===== config.mk =====
export PLATFORM = sky130hd
export DESIGN_NAME = corr_score_engine
export DESIGN_NICKNAME = d
export VERILOG_FILES = /design/src/rtl/corr_score_engine.sv
export SDC_FILE = /design/constraint.sdc
export NUM_CORES = 1
export LEC_CHECK = 0
export CORE_ASPECT_RATIO = 0.8
export CORE_MARGIN = 2
export CORE_UTILIZATION = 56
export CTS_CLUSTER_DIAMETER = 50
export DETAILED_ROUTE_END_ITERATION = 10
export HOLD_SLACK_MARGIN = 0.08
export PLACE_DENSITY_LB_ADDON = 0.05
export SLEW_MARGIN = 0
export SYNTH_ARGS = -nofsm -noshare
export SYNTH_HDL_FRONTEND = slang
export SYNTH_SLANG_ARGS = --single-unit

===== constraint.sdc =====
create_clock -name iCLK -period 3.64 [get_ports iCLK]
set_input_delay 0.728 -clock iCLK [delete_from_list [all_inputs] [get_ports iCLK]]
set_output_delay 0.728 -clock iCLK [all_outputs]
set_load 0.02 [all_outputs]

===== src/rtl/corr_score_engine.sv =====
// rtl/corr_score_engine.sv - template-correlation scorer over a TPL_W x TPL_H window
// Optional best-score tracking is enabled by defining CORR_BEST_TRACK_EN.
module corr_score_engine #(
  parameter int PIX_W   = 10,
  parameter int TPL_W   = 64,
  parameter int TPL_H   = 48,
  parameter int COORD_W = 13,
  parameter int RD_LAT  = 2,
  parameter int ACC_W   = 32
) (
  input  logic               iCLK,
  input  logic               iRST_N,
  input  logic               iStart,
  input  logic               iAbort,
  input  logic [COORD_W-1:0] iXstart,
  input  logic [COORD_W-1:0] iYstart,
  input  logic [PIX_W-1:0]   reading_sram,
  input  logic [PIX_W-1:0]   reading_search,
  output logic               oRd_en,
  output logic [COORD_W-1:0] oX_sram,
  output logic [COORD_W-1:0] oY_sram,
  output logic [COORD_W-1:0] oX_search,
  output logic [COORD_W-1:0] oY_search,
  output logic               oBusy,
  output logic               oFinished,
`ifdef CORR_BEST_TRACK_EN
  input  logic               iBest_clr,
  output logic [ACC_W-1:0]   oBest_score,
  output logic [COORD_W-1:0] oBest_X,
  output logic [COORD_W-1:0] oBest_Y,
`endif
  output logic [ACC_W-1:0]   oScore
);

  localparam int MIN_ACC_W = $clog2(TPL_W * TPL_H * ((2 ** PIX_W) - 1) + 1);

  generate
    if (ACC_W < MIN_ACC_W) begin : gAccWidthCheck
      $error("corr_score_engine: ACC_W too small for TPL_W*TPL_H*(2^PIX_W-1)");
    end
    if (RD_LAT < 1 || RD_LAT > 7) begin : gLatencyCheck
      $error("corr_score_engine: RD_LAT must be in 1..7");
    end
  endgenerate

  localparam logic [COORD_W-1:0] X_LAST  = COORD_W'(TPL_W - 1);
  localparam logic [COORD_W-1:0] Y_LAST  = COORD_W'(TPL_H - 1);
  localparam logic [COORD_W-1:0] C_ONE   = COORD_W'(1);
  localparam logic [PIX_W:0]     PIX_MAX = {1'b0, {PIX_W{1'b1}}};

  typedef enum logic [1:0] {IDLE, ISSUE, DRAIN, DONE} state_t;

  state_t               state, nextState;
  logic [COORD_W-1:0]   xOrg, yOrg;
  logic [RD_LAT-1:0]    vldPipe;
  logic [ACC_W-1:0]     acc, accNext;
  logic [PIX_W-1:0]     absDiff;
  logic [PIX_W:0]       term;
  logic                 lastAddr, pending, abortRun;

  always_comb begin
    absDiff = (reading_sram >= reading_search) ? (reading_sram - reading_search)
                                               : (reading_search - reading_sram);
    term    = PIX_MAX - {1'b0, absDiff};
    accNext = vldPipe[RD_LAT-1] ? (acc + ACC_W'(term)) : acc;
    // Readings still in flight below the pipe output keep the drain going.
    pending = 1'b0;
    for (int i = 0; i < RD_LAT - 1; i++) pending = pending | vldPipe[i];
  end

  assign lastAddr  = (oX_search == X_LAST) && (oY_search == Y_LAST);
  assign abortRun  = iAbort && ((state == ISSUE) || (state == DRAIN));
  assign oBusy     = (state != IDLE);
  assign oFinished = (state == DONE);

  always_ff @(posedge iCLK or negedge iRST_N) begin
    if (!iRST_N) state <= IDLE;
    else         state <= nextState;
  end

  always_comb begin
    nextState = state;
    case (state)
      IDLE:  if (iStart) nextState = ISSUE;
      ISSUE: if (iAbort) nextState = IDLE;
             else if (lastAddr) nextState = DRAIN;
      DRAIN: if (iAbort) nextState = IDLE;
             else if (!pending) nextState = DONE;
      DONE:  nextState = IDLE;
      default: nextState = IDLE;
    endcase
  end

  always_ff @(posedge iCLK or negedge iRST_N) begin
    if (!iRST_N) begin
      oRd_en    <= 1'b0;
      oX_sram   <= '0;
      oY_sram   <= '0;
      oX_search <= '0;
      oY_search <= '0;
      oScore    <= '0;
      xOrg      <= '0;
      yOrg      <= '0;
      vldPipe   <= '0;
      acc       <= '0;
    end else begin
      oRd_en <= (nextState == ISSUE);
      if (abortRun) begin
        vldPipe <= '0;
      end else begin
        vldPipe[0] <= oRd_en;
        for (int i = 1; i < RD_LAT; i++) vldPipe[i] <= vldPipe[i-1];
      end
      if (state == IDLE && iStart) begin
        xOrg      <= iXstart;
        yOrg      <= iYstart;
        acc       <= '0;
        oX_sram   <= iXstart;
        oY_sram   <= iYstart;
        oX_search <= '0;
        oY_search <= '0;
      end else begin
        if (!abortRun) acc <= accNext;
        if (state == ISSUE && nextState == ISSUE) begin
          if (oX_search == X_LAST) begin
            oX_search <= '0;
            oY_search <= oY_search + C_ONE;
            oX_sram   <= xOrg;
            oY_sram   <= yOrg + oY_search + C_ONE;
          end else begin
            oX_search <= oX_search + C_ONE;
            oX_sram   <= xOrg + oX_search + C_ONE;
          end
        end
        // Score is published on entry to DONE so it is valid alongside oFinished.
        if (state == DRAIN && nextState == DONE) oScore <= accNext;
      end
    end
  end

`ifdef CORR_BEST_TRACK_EN
  always_ff @(posedge iCLK or negedge iRST_N) begin
    if (!iRST_N) begin
      oBest_score <= '0;
      oBest_X     <= '0;
      oBest_Y     <= '0;
    end else if (iBest_clr) begin
      oBest_score <= '0;
      oBest_X     <= '0;
      oBest_Y     <= '0;
    end else if (state == DONE && oScore > oBest_score) begin
      oBest_score <= oScore;
      oBest_X     <= xOrg;
      oBest_Y     <= yOrg;
    end
  end
`endif

endmodule


== Yosys cells after proc, flatten, opt, wreduce, memory -nomap -nowiden ==
Cells that the tools add are included.

* Bits in registers: 147
* Bits in latches: 0
* Bits in writable memories: 0
* Memory bits (read-only): 0
* Input port bits: 50
* Word-level logic and storage cells: 66
* Memories: 0

* $add $sub $neg: 10
* $mul: 0
* Divide/modulo/power cells: 0
* $lt $le $gt $ge: 1
* Eq/ne operators: 8
* Shifts and indexed selects: 0
* Muxes and demuxes: 23
* Bitwise gates (word level): 1
* Reduce and logical (&&, ||, !) cells: 12

{| class="wikitable"
|+ Operators by type and width
! operator !! count
|-
| $mux 13 || 12
|-
| $mux 32 || 3
|-
| $add 13x1->13 const B || 4
|-
| $add 32x11->32 || 1
|-
| $add 13x13->13 || 2
|-
| $eq 13x6->1 const B || 2
|-
| $sub 10x10->10 || 2
|-
| $mux 2 || 6
|-
| $sub 10x10->11 const A || 1
|-
| $ge 10x10->1 || 1
|-
| $mux 10 || 1
|-
| $pmux 2 s4 || 1
|-
| $eq 2x2->1 const B || 3
|-
| $reduce_bool 2->1 || 3
|-
| $logic_and 1x1->1 || 5
|-
| $eq 2x1->1 const B || 2
|-
| $reduce_and 2->1 || 2
|-
| $logic_not 2->1 || 1
|-
| $ne 2x1->1 const B || 1
|-
| $logic_or 1x1->1 || 1
|-
| $not 1->1 || 1
|}

== Logic depth before layout (Yosys ltp) ==
Gate-level depths: netlist of run 1.

* Depth after elaboration: 9
* Mapped depth: 22

== Worst setup path after synthesis of run 1 ==
OpenSTA, ideal clock, no wires.

* Kind: input -> register
* Start: input reading_sram[0]
* End: register acc[31]
* Data arrival time: 5.176 ns
* Data required time: 3.562 ns
* Slack: -1.614 ns
* Stages: 20
* Path through: inv_1 ha_1 inv_1 fa_1 a21o_1 a21oi_1 a311oi_2 nor2_2 mux2_2 a221o_1 nor2_1 xor2_1 ha_1 nand3_1 or3_4 a31oi_4 o21ai_2 or4_4 or3_1 a21oi_1

* Word-level cells in the longest chain between the ends: 7
* Elaborated cells on any way between the ends: 9
* Classes of those cells: add/sub (4); order compare (1); mux (4)

{| class="wikitable"
|+ Ends and longest elaborated chain
! element !! RTL line !! source
|-
| start, declared || 17 || <nowiki>input logic [PIX_W-1:0] reading_sram,</nowiki>
|-
| $sub 10x10->10 (tied with other cells) || 63 || <nowiki>: (reading_search - reading_sram);</nowiki>
|-
| $mux 10 (*) || 62 || <nowiki>absDiff = (reading_sram >= reading_search) ? (reading_sram - reading_search)</nowiki>
|-
| $sub 10x10->11 (*) || 64 || <nowiki>term = PIX_MAX - {1'b0, absDiff};</nowiki>
|-
| $add 32x11->32 (*) || 65 || <nowiki>accNext = vldPipe[RD_LAT-1] ? (acc + ACC_W'(term)) : acc;</nowiki>
|-
| $mux 32 (*) || 65 ||
|-
| $mux 32 (*) || 123 || <nowiki>if (!abortRun) acc <= accNext;</nowiki>
|-
| $mux 32 (*) || 114 || <nowiki>if (state == IDLE && iStart) begin</nowiki>
|-
| end signal, assigned || 123 ||
|-
| end, declared || 56 || <nowiki>logic [ACC_W-1:0] acc, accNext;</nowiki>
|}

Mark *: on every way between the ends. The rest lies on a longest branch, timed or not. The select of a mux whose other input is x is not followed.
A chain may end at the register's enable or synchronous reset.

== Worst setup path in the final report of run 1 ==
* Start: input reading_sram[0]
* End: register oScore[25]

* Word-level cells in the longest chain between the ends: 5
* Elaborated cells on any way between the ends: 7
* Classes of those cells: add/sub (4); order compare (1); mux (2)

{| class="wikitable"
|+ Ends and longest elaborated chain
! element !! RTL line !! source
|-
| $sub 10x10->10 (tied with other cells) || 63 ||
|-
| $mux 10 (*) || 62 ||
|-
| $sub 10x10->11 (*) || 64 ||
|-
| $add 32x11->32 (*) || 65 ||
|-
| $mux 32 (*) || 65 ||
|-
| end signal, assigned || 136 || <nowiki>if (state == DRAIN && nextState == DONE) oScore <= accNext;</nowiki>
|-
| end, declared || 32 || <nowiki>output logic [ACC_W-1:0] oScore</nowiki>
|}

Mark *: on every way between the ends. The rest lies on a longest branch, timed or not.

==> metrics.md, run 1 <==
| Metric | Value |
|---|---|
| Outcome | `complete, but fails checks` |
| Violated checks | `setup timing` |
| CTS sink cnt | `147` |
| Clock skew | `just under 10 ps` |
| Hold Fails Final Rpt | `0` |
| Worst EP arrival | `between 5000 and 6000 ps` |
| Drt pass-1 iters | `5` |
| Reg clk slew, reported paths | `70 ps` |
| Boundary pin count | `137` |
| First-pass GRT wire length | `approximately 43000 microns` |
| Share of flip-flops with an asynchronous set or reset | `1.000` |
| Setup TNS | `-45660 ps` |
| Routed via count | `slightly above 9000` |
| Slew headroom | `0.3654` |
| Area taken by multi-input logic gates | `about 0.0064 sq mm` |
| Row cnt | `42` |
| Dpl hpwl | `16950 microns` |
| Reg area | `0.003679 sq mm` |
| WP buf/inv | `7` |
| Yosys Warn Count | `0` |
| Netlist Area Pre-Place | `0.009348 sq mm` |
| Fin cells | `1555` |
| Most used cell, CP | `buf_6` |
| Final nets | `1437` |
| Post-synth top flop | `dfrtp_1` |
| Worst R2R End | `oY_sram[1]` |
| Hold Buf Count CTS | `0` |
| Busiest layer in global routing | `met2` |
| Top delay family on crit path | `compound AO/OA/AOI/OAI gates` |
| Vias in the first global route | `slightly below 9000` |
| Crit Path Category | `input pin to register` |
| Seq/Total Area, Yosys | `0.3935` |
| Layout area overhead | `46.11%` |
| Required time of the worst setup path | `roughly 4000 ps` |
| Max Clock Freq | `between 200 and 250 MHz` |
| Core area | `roughly 0.016 sq mm` |
| Placed cell count | `1492` |
| Mean Syn Cell Area | `between 8 and 9 sq um` |
| Startpoint types | `input pin` |
| Met2 Use GR | `0.4876` |
| #FFs+latches synth | `between 100 and 150` |
| Root Driver | `clkbuf_16` |
| Die footprint | `0.01775 sq mm` |
| Worst min-delay path class | `input pin to async pin` |
| Fraction of layout cells with a size suffix above 1 | `0.2352` |
| Syn nets | `1205` |
| Yosys cell types | `63` |
| Post-synth EDFFs | `0` |
| ANT nets after route | `0` |
| RSZ-0062 raised after global routing | `yes` |
| CTS Buffer Depth | `2` |
| Final setup fails | `56` |
| Max FO, Critical Path | `4` |
| Slowest CP cell | `or3_4` |
| Gp weighted congestion | `0.8975` |
| Worst-skew pair later-pin latency | `about 430 ps` |
| Slew Limit Fails | `0` |
| GR Layer Usage met3 | `0.05285` |
| FF-to-FF path depth | `8` |
| Top cells by area, synth | `dfrtp_1, ha_1, nand2_1` |
| GRT met1 Usage | `0.4142` |
| Largest net degree at the start of global routing | `80` |
| Initial antenna violation count | `0` |
| Crit path largest cell delay | `~360 ps` |
| Wirelength per Cell | `approximately 18 microns` |
| Worst r2r src | `oX_search[7]` |
| Post-route DRC | `0` |
| TritonCTS clock tree | `built` |
| Worst vdd ir | `0.0004468 V` |
| Total clock buffers created by CTS | `17` |
| Die width | `between 100 and 150 microns` |
| Drt total wl | `28600 microns` |
| Number of max-cap violations | `0` |
| Tmin final | `around 4800 ps` |
| Worst Setup End Kind | `register` |
| Top-area cell type share of the netlist area | `0.3935` |
| Final critical-path share of the clock period | `1.313` |
| Final WS setup | `-1138 ps` |
| Remaining global-route overflow | `0` |
| Die H | `roughly 120 microns` |
| H-tree Lvls | `4` |
| Drt initial violations | `712` |
| Fin util | `0.8304` |
| DR vias/cell | `between 5 and 6` |
| Ant diodes | `0` |
| PortBufs | `approximately 140` |
| Filler Cells Inserted | `around 960` |
| Global-route usage over all layers | `0.3024` |
| R2r setup slk | `between 500 and 600 ps` |
| Starting Density | `0.5683` |
| Pleak | `between 6 and 7 nW` |
| PD cells | `between 600 and 700 mW/mm^2` |
| Slew @ Worst Pin | `952.0 ps` |
| Post-Syn Instances | `1090` |
| Yosys top cell by area | `dfrtp_1` |
-- cell usage after synthesis, types with 2 or more instances --
cell      number
or2_2          2
and4_1         3
dfrtp_1      147
or3_1         15
nor4_1        13
buf_2         15
mux2i_1       23
nand3_1       37
o21a_1         8
o211ai_1       9
a221o_1        2
and2_1         9
and3_1        13
nor3_1        33
a21o_1        16
clkbuf_1      30
xnor2_1       64
xor2_1        20
o21ai_0       58
a21boi_0       2
fa_1           5
ha_1          60
nand2_1      155
or4_1          3
o21ai_1        4
inv_1         46
nand2b_1       7
o31ai_1        4
nor2b_1        3
a211oi_1       6
a21oi_1       87
nand4_1       17
a211o_1        3
mux2_2         5
o21bai_1       4
nor2_1       124
nor3b_1        4
buf_1          2
a31oi_1        8
-- how the worst max path moves through the flow --
stage / cells after the start / slack (ps) / from / to
after floorplan: 20 / -1260 / reading_sram[0] / acc[29]
after global placement: 22 / -1760 / reading_sram[0] / acc[29]
after detailed placement: 22 / -1920 / reading_sram[0] / acc[29]
after CTS: 22 / -1210 / reading_sram[0] / acc[31]
after global routing: 25 / -1340 / reading_sram[0] / oScore[25]
final: 25 / -1140 / reading_sram[0] / oScore[25]
-- final cells by class --
class / count / share of cell area
Inverter: 46 / 0.01356
Timing Repair Buffer: 260 / 0.1818
Clock buffer: 18 / 0.03215
Clock inverter: 14 / 0.01457
Sequential cell: 147 / 0.2693
Tap cell: 220 / 0.02015
Multi-Input combinational cell: 850 / 0.4685
-- flip-flops by register name, indices dropped and copies added, names as in the netlist --
name and flops:
acc 32, oY_search 13, vldPipe 2, state 2, xOrg 13, oX_search 13, yOrg 13, oScore 32
oRd_en 1, oY_sram 13, oX_sram 13
-- per-layer routing --
layer	vias up	share of wire	wire length, microns
met5	-	0	0
met4	0	0.037	1067
met3	93	0.052	1499
met2	361	0.48	13670
met1	4422	0.43	12370
li1	4240	-	-
-- power by group --
part	switching (mW)	internal, mW
clock	0.768	1.18
sequential	0.349	2.02
combinational	2.20	1.84
-- per-stage QoR --
step | hold slack (ps) | total power [mW] | worst slack (ps) | area, sq um
after floorplan | 432.4 | 4.391 | -1255 | 9639
after global placement | 464.0 | 5.591 | -1759 | 11800
after detailed placement | 472.7 | 5.678 | -1921 | 11800
after CTS | 362.6 | 7.822 | -1208 | 13040
after global routing | 394.4 | 8.825 | -1342 | 13660
final | 336.4 | 8.355 | -1138 | 13660
-- cells in the final DEF (no fill, tap or decap), types with 12 or more instances in the layout --
cell,synthesis,layout
a21o_1,16,16
a21oi_1,87,71
a21oi_2,1,14
and3_1,13,13
buf_4,0,92
buf_6,0,26
clkbuf_16,0,17
clkdlybuf4s50_1,0,115
dfrtp_1,147,147
ha_1,60,46
ha_4,0,13
inv_1,46,36
mux2i_1,23,18
nand2_1,155,150
nand3_1,37,36
nand4_1,17,17
nor2_1,124,104
nor2_4,0,13
nor3_1,33,19
o21ai_0,58,51
xnor2_1,64,50
xnor2_2,0,12
xor2_1,20,17
-- what timing repair did --
action / 4_1_cts / 5_1_grt
setup endpoints to repair: 60 / 59
buffers inserted: 22 / 18
pin swaps: 63 / 84
gates resized for setup: 99 / 123
cloned: 1 / 0
-- logic make-up (layout without fill, tap and decap cells) --
family,Yosys count,in the layout,share of synthesized area
AO/OA/AOI/OAI,226,226,0.1462
XOR/XNOR,84,84,0.07870
adder cells (fa/ha/maj),65,65,0.09102
buffers and inverters,93,338,0.03935
flip-flops,147,147,0.3935
multiplexers,28,28,0.03065
AND/OR/NAND/NOR,447,447,0.2206
Power figures use the tool's default switching activity.
==> inputs of run 2 (changes only) <==
--- a/config.mk
+++ b/config.mk
@@ -13,4 +13,5 @@
 export HOLD_SLACK_MARGIN = 0.08
 export PLACE_DENSITY_LB_ADDON = 0.05
+export RECOVER_POWER = 100
 export SLEW_MARGIN = 0
 export SYNTH_ARGS = -nofsm -noshare
==> constraint.sdc (replaced) <==
create_clock -name iCLK -period 3.64 [get_ports iCLK]
set_input_delay 1.092 -clock iCLK [delete_from_list [all_inputs] [get_ports iCLK]]
set_output_delay 1.092 -clock iCLK [all_outputs]
set_load 0.02 [all_outputs]
==> run 2 against run 1 <==
Utilization decreased by 1.7 points. Register-to-register slack worse by 210 ps. Combinational power fell by 4%. Worst hold slack improved by 140 ps. Clock-buffer cell count unchanged. Worst setup slack worse by 280 ps. The flow finishes with violations (capacitance limit, slew limit, setup timing). Power is 5.6% lower. Clock skew shrank 1.1 ps. Largest power group unchanged. Cell area shrank 2.0%. Flip-flop and latch count did not move.
==> metrics.md, run 2 (same netlist as run 1, synthesis figures left out) <==
| Metric | Value |
|---|---|
| Routed via count | `about 9000` |
| Final setup fails | `61` |
| Largest net degree at the start of global routing | `between 70 and 80` |
| Die footprint | `0.01775 sq mm` |
| Crit path largest cell delay | `about 520 ps` |
| Hold Fails Final Rpt | `0` |
| Worst min-delay path class | `register to register` |
| Crit Path Category | `input pin to register` |
| Setup TNS | `-66290 ps` |
| Layout area overhead | `43.18%` |
| Row cnt | `42` |
| Max FO, Critical Path | `5` |
| Slew Limit Fails | `between 100 and 150` |
| Top delay family on crit path | `simple AND/OR/NAND/NOR gates` |
| Largest regs | `acc (32), oScore (32)` |
| Global-route usage over all layers | `0.2871` |
| PD cells | `between 500 and 600 mW/mm^2` |
| Boundary pin count | `137` |
| First-pass GRT wire length | `slightly above 40000 microns` |
| CTS Buffer Depth | `2` |
| Clock skew | `8.752 ps` |
| Vias in the first global route | `8400` |
| TritonCTS clock tree | `built` |
| Worst-skew pair later-pin latency | `between 400 and 500 ps` |
| Fin util | `0.8137` |
| Worst slack, placed | `-2276 ps` |
| Cells along the critical path | `buf_12 -> inv_12 -> ha_4 -> inv_2 -> fa_2 -> a21o_1 -> a21oi_4 -> a311oi_4 -> nor2_4 -> buf_4 -> buf_6 -> buf_6 -> mux2i_2 -> xor2_1 -> ha_2 -> o21ai_2 -> o21a_1 -> or3_4 -> a31oi_4 -> o21ai_2 -> or4_4 -> or3_1 -> a21oi_1` |
| Die width | `148.5 microns` |
| Drt total wl | `roughly 27000 microns` |
| CTS sink cnt | `approximately 150` |
| Slew @ Worst Pin | `~1800 ps` |
| Worst Setup End Kind | `register` |
| Startpoint types | `input pin` |
| Die H | `around 120 microns` |
| Final nets | `~1400` |
| Post-route DRC | `0` |
| Wirelength per Cell | `17.42 microns` |
| Pleak | `slightly above 6 nW` |
| Remaining global-route overflow | `0` |
| Max Clock Freq | `197.7 MHz` |
| Root Driver | `clkbuf_16` |
| Starting Density | `0.5683` |
| Core area | `between 0.015 and 0.02 sq mm` |
| Initial antenna violation count | `1` |
| Dpl hpwl | `17040 microns` |
| Tmin final | `5058 ps` |
| Worst EP arrival | `~5400 ps` |
| Commonest non-fill, non-tap cell in the layout | `nand2_1` |
| Gp weighted congestion | `between 0.8 and 0.9` |
| Reg clk slew, reported paths | `60 ps` |
| DR vias/cell | `between 5 and 6` |
| R2r setup slk | `approximately 370 ps` |
| WP buf/inv | `6` |
| Commonest non-fill, non-tap cells in the layout | `nand2_1, dfrtp_1, clkdlybuf4s50_1` |
| Required time of the worst setup path | `roughly 4000 ps` |
| Drt pass-1 iters | `5` |
| Violated checks | `capacitance limit, slew limit, setup timing` |
| PortBufs | `136` |
| Outcome | `complete, but fails checks` |
| Final critical-path share of the clock period | `1.390` |
| ANT nets after route | `0` |
| Slowest CP cell | `or4_4` |
| Total clock buffers created by CTS | `17` |
| Worst vdd ir | `between 0.0003 and 0.0004 V` |
| H-tree Lvls | `4` |
| Number of max-cap violations | `3` |
| Fraction of layout cells with a size suffix above 1 | `0.2291` |
| Drt initial violations | `approximately 600` |
| RSZ-0062 raised after global routing | `yes` |
| Final WS setup | `-1418 ps` |
| Slew headroom | `-0.2047` |
## run 2: changes by cell type in the layout (fill, tap and decap cells not counted), sizes merged
| cell | delta |
|---|---|
| clkdlybuf4s50 | -2 |
| bufinv | -3 |
| dlygate4sd2 | -6 |
| inv | -2 |
| clkbuf | +14 |
| dlymetal6s2s | -4 |
| clkinvlp | +1 |
| clkdlybuf4s15 | +2 |
| diode | +2 |
| dlygate4sd3 | +2 |
| clkinv | +3 |
## run 2: final timing paths
kind,cells past startpoint,endpoint,startpoint
max,23,acc[29],reading_sram[0]
min,2,yOrg[7],yOrg[7]
max reg2reg,9,oY_sram[11],oY_search[9]
min reg2reg,2,yOrg[7],yOrg[7]
max in group asynchronous,2,yOrg[3],iRST_N
min in group asynchronous,1,oX_search[4],iRST_N
## run 2: cell type report
type	count	area, sq um
well taps	220	275.3
fillers	1059	3064
inverters	46	185.2
repair buffers	266	2417
flip-flops and latches	147	3679
clock inverters	13	111.4
clock buffers	18	429.2
multi-input cells	850	6282
diodes	2	5.005
## run 2: metal layers
metal  wire, microns  GRT usage
met1           11830     0.4096
met2           13240     0.4575
met3            1611    0.04829
met4             541    0.07619
met5               0          0
## run 2: what timing repair did
| item | CTS | global route |
|---|---|---|
| gates cloned | 1 | 1 |
| pin swaps | 63 | 90 |
| buffers inserted | 18 | 20 |
| setup endpoints to repair | 62 | 62 |
| hold buffers | 0 | 0 |
| gates resized for setup | 89 | 109 |
## run 2: worst min-delay path: stages, from the launching register on
cell     delay (ps)
dfrtp_1         340
nand2_1          50
nand2_1          60
## run 2: report_power, final
group	switching, mW	internal (mW)	leakage (nW)
logic	2.09	1.79	3.91
registers	0.339	2.02	1.94
clock network	0.726	0.933	0.258
total	3.15	4.74	6.11
## run 2: through the flow
step	cells	power, mW	cell area [sq um]	hold slack [ps]
global route	1561	8.355	13380	503.5
detailed placement	1495	5.687	11830	467.6
floorplan	1090	4.393	9647	449.9
CTS	1544	7.568	12900	483.6
global placement	1495	5.606	11830	463.0
finish	1562	7.889	13380	478.0
